--- config.mk ---
export PLATFORM = sky130hd
export DESIGN_NAME = mac_engine_nlane
export DESIGN_NICKNAME = d
export VERILOG_FILES = /design/src/rtl/mac_engine_nlane.sv
export SDC_FILE = /design/constraint.sdc
export NUM_CORES = 2
export LEC_CHECK = 0
export CORE_MARGIN = 1.5
export CORE_UTILIZATION = 39
export CTS_BUF_LIST = sky130_fd_sc_hd__clkbuf_4 sky130_fd_sc_hd__clkbuf_8
export CTS_CLUSTER_SIZE = 25
export DETAILED_ROUTE_END_ITERATION = 8
export RECOVER_POWER = 100
export SYNTH_ARGS = -nofsm -noshare
export SYNTH_HDL_FRONTEND = slang
export SYNTH_SLANG_ARGS = --single-unit
--- constraint.sdc ---
create_clock -name clk_i -period 4.05 [get_ports clk_i]
set_clock_uncertainty 0.2 [all_clocks]
set_input_delay 0.6075 -clock clk_i [delete_from_list [all_inputs] [get_ports clk_i]]
set_output_delay 0.6075 -clock clk_i [all_outputs]
set_load 0.01 [all_outputs]
--- src/rtl/mac_engine_nlane.sv ---
// ---------------------------------------------------------------------------
// mac_engine_nlane
//
// N-lane signed multiply-accumulate engine. A job is launched with start_i.
// It then accumulates len_i beats of lane-wise a*b products. Each beat is a
// joint handshake on the a and b operand streams. At the end the engine
// presents one N_LANES-wide result beat on the d stream. Each result lane is
// the accumulator arithmetically shifted right by shift_i. done_o pulses for
// one cycle after the result has been accepted.
//
// Optional feature macro: MAC_ENGINE_NLANE_SAT_EN
//   defined   : each shifted lane value is clamped to the signed OUT_WIDTH range
//   undefined : each shifted lane value is truncated to its low OUT_WIDTH bits
//
// Ports
//   clk_i, rst_ni          clock, asynchronous active-low reset
//   clear_i                synchronous soft clear (aborts job, no done_o)
//   start_i, len_i,        job start pulse (IDLE only); beats per job and
//   shift_i                result right shift, both latched at start
//   a_valid_i/a_ready_o/   operand stream a, N_LANES x DATA_WIDTH signed
//   a_data_i
//   b_valid_i/b_ready_o/   operand stream b, N_LANES x DATA_WIDTH signed
//   b_data_i
//   d_valid_o/d_ready_i/   result stream d, N_LANES x OUT_WIDTH signed
//   d_data_o
//   busy_o                 job in progress
//   done_o                 one-cycle pulse after the result is accepted
//   cnt_o                  beats accepted in the current job
// Lane i occupies bits [i*W +: W] of each packed data bus.
// ---------------------------------------------------------------------------
module mac_engine_nlane #(
  parameter int unsigned N_LANES    = 4,
  parameter int unsigned DATA_WIDTH = 16,
  parameter int unsigned ACC_WIDTH  = 40,
  parameter int unsigned OUT_WIDTH  = 32,
  parameter int unsigned CNT_WIDTH  = 16
) (
  input  logic                            clk_i,
  input  logic                            rst_ni,
  input  logic                            clear_i,
  input  logic                            start_i,
  input  logic [CNT_WIDTH-1:0]            len_i,
  input  logic [$clog2(ACC_WIDTH)-1:0]    shift_i,
  input  logic                            a_valid_i,
  output logic                            a_ready_o,
  input  logic [N_LANES*DATA_WIDTH-1:0]   a_data_i,
  input  logic                            b_valid_i,
  output logic                            b_ready_o,
  input  logic [N_LANES*DATA_WIDTH-1:0]   b_data_i,
  output logic                            d_valid_o,
  input  logic                            d_ready_i,
  output logic [N_LANES*OUT_WIDTH-1:0]    d_data_o,
  output logic                            busy_o,
  output logic                            done_o,
  output logic [CNT_WIDTH-1:0]            cnt_o
);

  localparam int unsigned PROD_WIDTH  = 2 * DATA_WIDTH;
  localparam int unsigned SHIFT_WIDTH = $clog2(ACC_WIDTH);

  typedef enum logic [1:0] {
    ST_IDLE,
    ST_ACC,
    ST_OUT
  } state_e;

  state_e                        state_q, state_d;
  logic [CNT_WIDTH-1:0]          len_q;
  logic [SHIFT_WIDTH-1:0]        shift_q;
  logic [CNT_WIDTH-1:0]          cnt_q;
  logic signed [PROD_WIDTH-1:0]  prod_q [N_LANES];
  logic                          prod_valid_q;
  logic signed [ACC_WIDTH-1:0]   acc_q  [N_LANES];
  logic                          done_q;

  logic start_fire;
  logic beat_fire;
  logic beats_left;

  // Full-width signed lane product: both operands are sign-extended to the
  // product width first, so the low PROD_WIDTH bits are the exact product.
  function automatic logic signed [PROD_WIDTH-1:0] lane_mul(
    input logic signed [DATA_WIDTH-1:0] x,
    input logic signed [DATA_WIDTH-1:0] y
  );
    logic signed [PROD_WIDTH-1:0] xe;
    logic signed [PROD_WIDTH-1:0] ye;
    xe = {{DATA_WIDTH{x[DATA_WIDTH-1]}}, x};
    ye = {{DATA_WIDTH{y[DATA_WIDTH-1]}}, y};
    return xe * ye;
  endfunction

  // A beat moves only when both streams are valid. Each ready depends on the
  // other stream's valid, so neither stream is ever consumed on its own.
  assign beats_left = (cnt_q < len_q);
  assign a_ready_o  = (state_q == ST_ACC) && b_valid_i && beats_left;
  assign b_ready_o  = (state_q == ST_ACC) && a_valid_i && beats_left;
  assign beat_fire  = (state_q == ST_ACC) && a_valid_i && b_valid_i && beats_left;
  assign start_fire = (state_q == ST_IDLE) && start_i && !clear_i;

  assign d_valid_o = (state_q == ST_OUT);
  assign busy_o    = (state_q != ST_IDLE);
  assign done_o    = done_q;
  assign cnt_o     = cnt_q;

  // State register
  always_ff @(posedge clk_i or negedge rst_ni) begin
    if (!rst_ni) begin
      state_q <= ST_IDLE;
    end else begin
      state_q <= state_d;
    end
  end

  // Next-state logic. ACC is left only after the last product has drained
  // into the accumulators. A job with zero beats goes straight to OUT.
  always_comb begin
    state_d = state_q;
    unique case (state_q)
      ST_IDLE: begin
        if (start_i) begin
          state_d = (len_i == '0) ? ST_OUT : ST_ACC;
        end
      end
      ST_ACC: begin
        if ((cnt_q == len_q) && !prod_valid_q) begin
          state_d = ST_OUT;
        end
      end
      ST_OUT: begin
        if (d_ready_i) begin
          state_d = ST_IDLE;
        end
      end
      default: state_d = ST_IDLE;
    endcase
    if (clear_i) begin
      state_d = ST_IDLE;
    end
  end

  // Job parameters, beat counter and the two-stage MAC pipeline.
  // Stage 1 registers the lane products. Stage 2 folds them into the
  // accumulators, which wrap on overflow.
  always_ff @(posedge clk_i or negedge rst_ni) begin
    if (!rst_ni) begin
      len_q        <= '0;
      shift_q      <= '0;
      cnt_q        <= '0;
      prod_valid_q <= 1'b0;
      done_q       <= 1'b0;
      for (int i = 0; i < N_LANES; i++) begin
        prod_q[i] <= '0;
        acc_q[i]  <= '0;
      end
    end else if (clear_i) begin
      len_q        <= '0;
      shift_q      <= '0;
      cnt_q        <= '0;
      prod_valid_q <= 1'b0;
      done_q       <= 1'b0;
      for (int i = 0; i < N_LANES; i++) begin
        prod_q[i] <= '0;
        acc_q[i]  <= '0;
      end
    end else begin
      done_q <= (state_q == ST_OUT) && d_ready_i;
      if (start_fire) begin
        len_q        <= len_i;
        shift_q      <= shift_i;
        cnt_q        <= '0;
        prod_valid_q <= 1'b0;
        for (int i = 0; i < N_LANES; i++) begin
          acc_q[i] <= '0;
        end
      end else begin
        prod_valid_q <= beat_fire;
        if (beat_fire) begin
          cnt_q <= cnt_q + CNT_WIDTH'(1);
          for (int i = 0; i < N_LANES; i++) begin
            prod_q[i] <= lane_mul(a_data_i[i*DATA_WIDTH +: DATA_WIDTH],
                                  b_data_i[i*DATA_WIDTH +: DATA_WIDTH]);
          end
        end
        if (prod_valid_q) begin
          for (int i = 0; i < N_LANES; i++) begin
            acc_q[i] <= acc_q[i] +
                        {{(ACC_WIDTH-PROD_WIDTH){prod_q[i][PROD_WIDTH-1]}}, prod_q[i]};
          end
        end
      end
    end
  end

`ifdef MAC_ENGINE_NLANE_SAT_EN
  localparam logic signed [ACC_WIDTH-1:0] SAT_MAX =
    {{(ACC_WIDTH-OUT_WIDTH+1){1'b0}}, {(OUT_WIDTH-1){1'b1}}};
  localparam logic signed [ACC_WIDTH-1:0] SAT_MIN =
    {{(ACC_WIDTH-OUT_WIDTH+1){1'b1}}, {(OUT_WIDTH-1){1'b0}}};

  // Result formatting with clamping. The accumulators are frozen during OUT,
  // so the result holds steady under backpressure.
  always_comb begin
    logic signed [ACC_WIDTH-1:0] shifted;
    d_data_o = '0;
    shifted  = '0;
    if (state_q == ST_OUT) begin
      for (int i = 0; i < N_LANES; i++) begin
        shifted = acc_q[i] >>> shift_q;
        if (shifted > SAT_MAX) begin
          d_data_o[i*OUT_WIDTH +: OUT_WIDTH] = {1'b0, {(OUT_WIDTH-1){1'b1}}};
        end else if (shifted < SAT_MIN) begin
          d_data_o[i*OUT_WIDTH +: OUT_WIDTH] = {1'b1, {(OUT_WIDTH-1){1'b0}}};
        end else begin
          d_data_o[i*OUT_WIDTH +: OUT_WIDTH] = shifted[OUT_WIDTH-1:0];
        end
      end
    end
  end
`else
  // Result formatting with wrap. The accumulators are frozen during OUT, so
  // the result holds steady under backpressure.
  always_comb begin
    d_data_o = '0;
    if (state_q == ST_OUT) begin
      for (int i = 0; i < N_LANES; i++) begin
        d_data_o[i*OUT_WIDTH +: OUT_WIDTH] = OUT_WIDTH'(acc_q[i] >>> shift_q);
      end
    end
  end
`endif

endmodule

==> metrics.txt <==
main flop type after synthesis dfrtp_1; vias in the first global route 63037; async set or reset register ratio after synthesis 100%; Reg area 8270 um2; Post-DRT Antenna Nets 0; GR Overflow Total 0; I/O pins 306; Synth Net Count 9782; Final nets 10904; clk root buf clkbuf_8; chip height 425 um; Max Fclk 170 MHz; H-tree Lvls 3; clk sinks 330; crit path from a_data_i[38]; CTS tree built; most frequent cells in the layout 1082 x inv_1, 994 x nand2_1, 963 x fa_1; worst setup margin -1.82 ns; CP max stage delay 0.54 ns; multi-input gate area in the final layout 60000 um2; RSZ-0062 raised after global routing true; TritonCTS Buffers 67; full die area 181000 um2; Seq cells post-synth 330; Via density 5.30; die extent in x 425 um; pin count of the biggest net entering global routing 143; WL/cell 18.4 um; R2R Path Start cnt_o[9]$_DFFE_PN0P_; Worst Tran Pin Value 3.03 ns; dpl cells 11154; layout cell share with drive strength beyond 1 28.3%; Hold Vio Cnt, Final 0; # setup viols final 193; Post-Synthesis Cells 8072; fin crit period 5.87 ns; CP max FO 4; Avg Cell Area, Syn 8.61 um2; Yosys warning count 0; Core Rows 154; failing checks max-capacitance violations, max-slew violations, negative setup slack; status finished, violations left; Hold Path Class input pin to flop; post-synthesis sequential area ratio 11.9%; Initial Util 39.4%; critical path class input pin to flop; Post-synth EDFFs 0; largest buffer count on any clock path 3; WP data required 4.42 ns; Buf/Inv on CP 5; final wirelength 213000 um; crit start category input pin; clock slew at reported path FFs 0.06 ns; hpwl dp 167000 um; fin util 51.2%; final weighted congestion in routability-driven placement 0.940; Worst EP arrival 6.24 ns; via count 61454; clk_lat worst skew 0.69 ns; max_cap viols 5; Worst Hold Launch shift_i[4]; global-route wire length before repair 344000 um; cell mode on critical path fa_1; DRC Markers 0; Crit. End Element flop; area grow syn2layout 30.1%; Iteration-0 DRC Markers 4450; period utilisation layout 145%; most common cell after layout, fill and taps aside inv_1; Core Area 176000 um2; Max transition margin -102%; # port buffers 305; crit-path leading delay family adder cells; GRT Util Overall 23.4%; Netlist cell types 81; post-synthesis cell area 69500 um2; Final Non-Filler Cells 11585; initial antenna violation count 1; CP max stage cell fa_1; max-slew violations 281; fill cell count 16442; drt pass-1 iters 7; cell chain of the critical path buf_8 -> and2_4 -> fa_1 -> inv_1 -> fa_1 -> fa_1 -> inv_2 -> fa_1 -> fa_1 -> inv_1 -> fa_1 -> inv_2 -> ha_4 -> a21o_1 -> a21o_1 -> a21o_1 -> a221o_1 -> o311ai_4 -> nand2_2 -> a31oi_4 -> o21a_1 -> xnor2_1 -> a22o_1
-- stage by stage --
step | hold WS, ns | setup WS, ns | TNS [ns] | area (um2)
5_1_grt | 0.313 | -2.02 | -203.49 | 90400
3_5_place_dp | 0.323 | -3.13 | -253.08 | 82000
6_report | 0.311 | -1.82 | -149.09 | 90400
4_1_cts | 0.269 | -1.99 | -129.62 | 88600
2_1_floorplan | 0.112 | -2.20 | -143.38 | 71500
3_3_place_gp | 0.319 | -3.10 | -248.78 | 82000
-- registers in the layout, indices dropped and copies added, names as in the netlist --
register      flops
acc_q           160
prod_q          128
cnt_o            16
len_q            16
shift_q           6
state_q           2
done_o            1
prod_valid_q      1
-- repair_timing --
item                                   4_1_cts  5_1_grt
setup endpoints to repair                  232      208
gates cloned                                25        3
resized for setup                         1694      663
endpoints found under the hold margin       87        0
setup buffers                              237      113
hold buffers                                 2        0
pin swaps                                  619      504
-- cell usage after synthesis, types with 10 or more instances --
library cell	instances	area, um2
nor4_1	16	100
a21o_1	158	1190
nand3b_1	33	248
buf_2	13	65.1
or2_2	10	62.6
nor3b_1	11	82.6
o22ai_1	14	87.6
a211oi_1	116	871
mux2i_1	232	2320
o211ai_1	31	233
fa_1	1052	21100
and3_1	58	363
nor4b_1	12	105
a31o_2	12	105
nand4b_1	10	87.6
nor2_1	462	1730
o21ai_0	262	1310
o21a_1	52	390
a211o_1	14	123
or3_1	27	169
nand2_1	1092	4100
nor3_1	98	490
a21boi_0	13	97.6
nand3_1	92	460
xor2_1	80	701
and2_1	516	3230
clkbuf_1	332	1250
xnor2_1	160	1400
o21bai_1	45	338
a31oi_1	44	275
nand4_1	39	244
mux2_2	40	450
buf_1	51	191
nand2b_1	47	294
a21oi_1	506	2530
a311oi_1	24	210
nor2b_1	41	257
o31ai_1	14	105
mux4_2	90	2030
ha_1	501	6270
inv_1	1202	4510
o31a_1	10	87.6
dfrtp_1	330	8260
-- cells by family (layout without fill, tap and decap cells) --
kind of cell	Yosys count	in the layout	share of synthesized area, %
adders and majority gates	1553	1553	39.3
DFF	330	330	11.9
buffers and inverters	1601	2773	8.67
AOI/OAI and AO/OA	1403	1403	12.6
other	0	1	0
muxes	362	362	6.91
and+or+nand+nor	2583	2583	17.5
xor gates and xnor gates	240	240	3.03
-- worst min-delay path, stage by stage --
cell,delay (ns)
clkdlybuf4s50_1,0.41
nand2_1,0.06
o21ai_0,0.06
-- worst paths after layout --
kind	to	slack (ns)	cells after the start
max	prod_q[54]$_DFFE_PN0P_	-1.82	23
min	shift_q[4]$_DFFE_PN0P_	0.31	3
max reg2reg	prod_q[124]$_DFFE_PN0P_	-0.34	14
min reg2reg	prod_q[22]$_DFFE_PN0P_	0.33	2
max in group asynchronous	shift_q[0]$_DFFE_PN0P_	0.23	2
min in group asynchronous	prod_q[56]$_DFFE_PN0P_	1.23	2
-- final cells by class --
class / instances / area share [%]
Multi-Input combinational cell: 6141 / 66.4
Timing Repair Buffer: 1448 / 14.5
Sequential cell: 330 / 9.15
Inverter: 1205 / 5.04
Tap cell: 2340 / 3.24
Clock buffer: 98 / 1.37
Clock inverter: 21 / 0.212
Timing Repair inverter: 1 / 0.00969
Antenna cell: 1 / 0.00277
-- per-layer routing --
metal | vias to the layer above | part of all wire (%) | GRT usage (%) | wire length, um
li1 | 28548 | - | - | -
met4 | 0 | 1.2 | 3.41 | 2630
met2 | 1713 | 46 | 37.1 | 97000
met1 | 31006 | 47 | 34.7 | 100000
met5 | - | 0 | 0 | 0
met3 | 187 | 6.0 | 2.77 | 12700
Power is left out: the tool's default activity adds up to more than one toggle a clock period on the data nets, which glitch-free logic cannot reach.
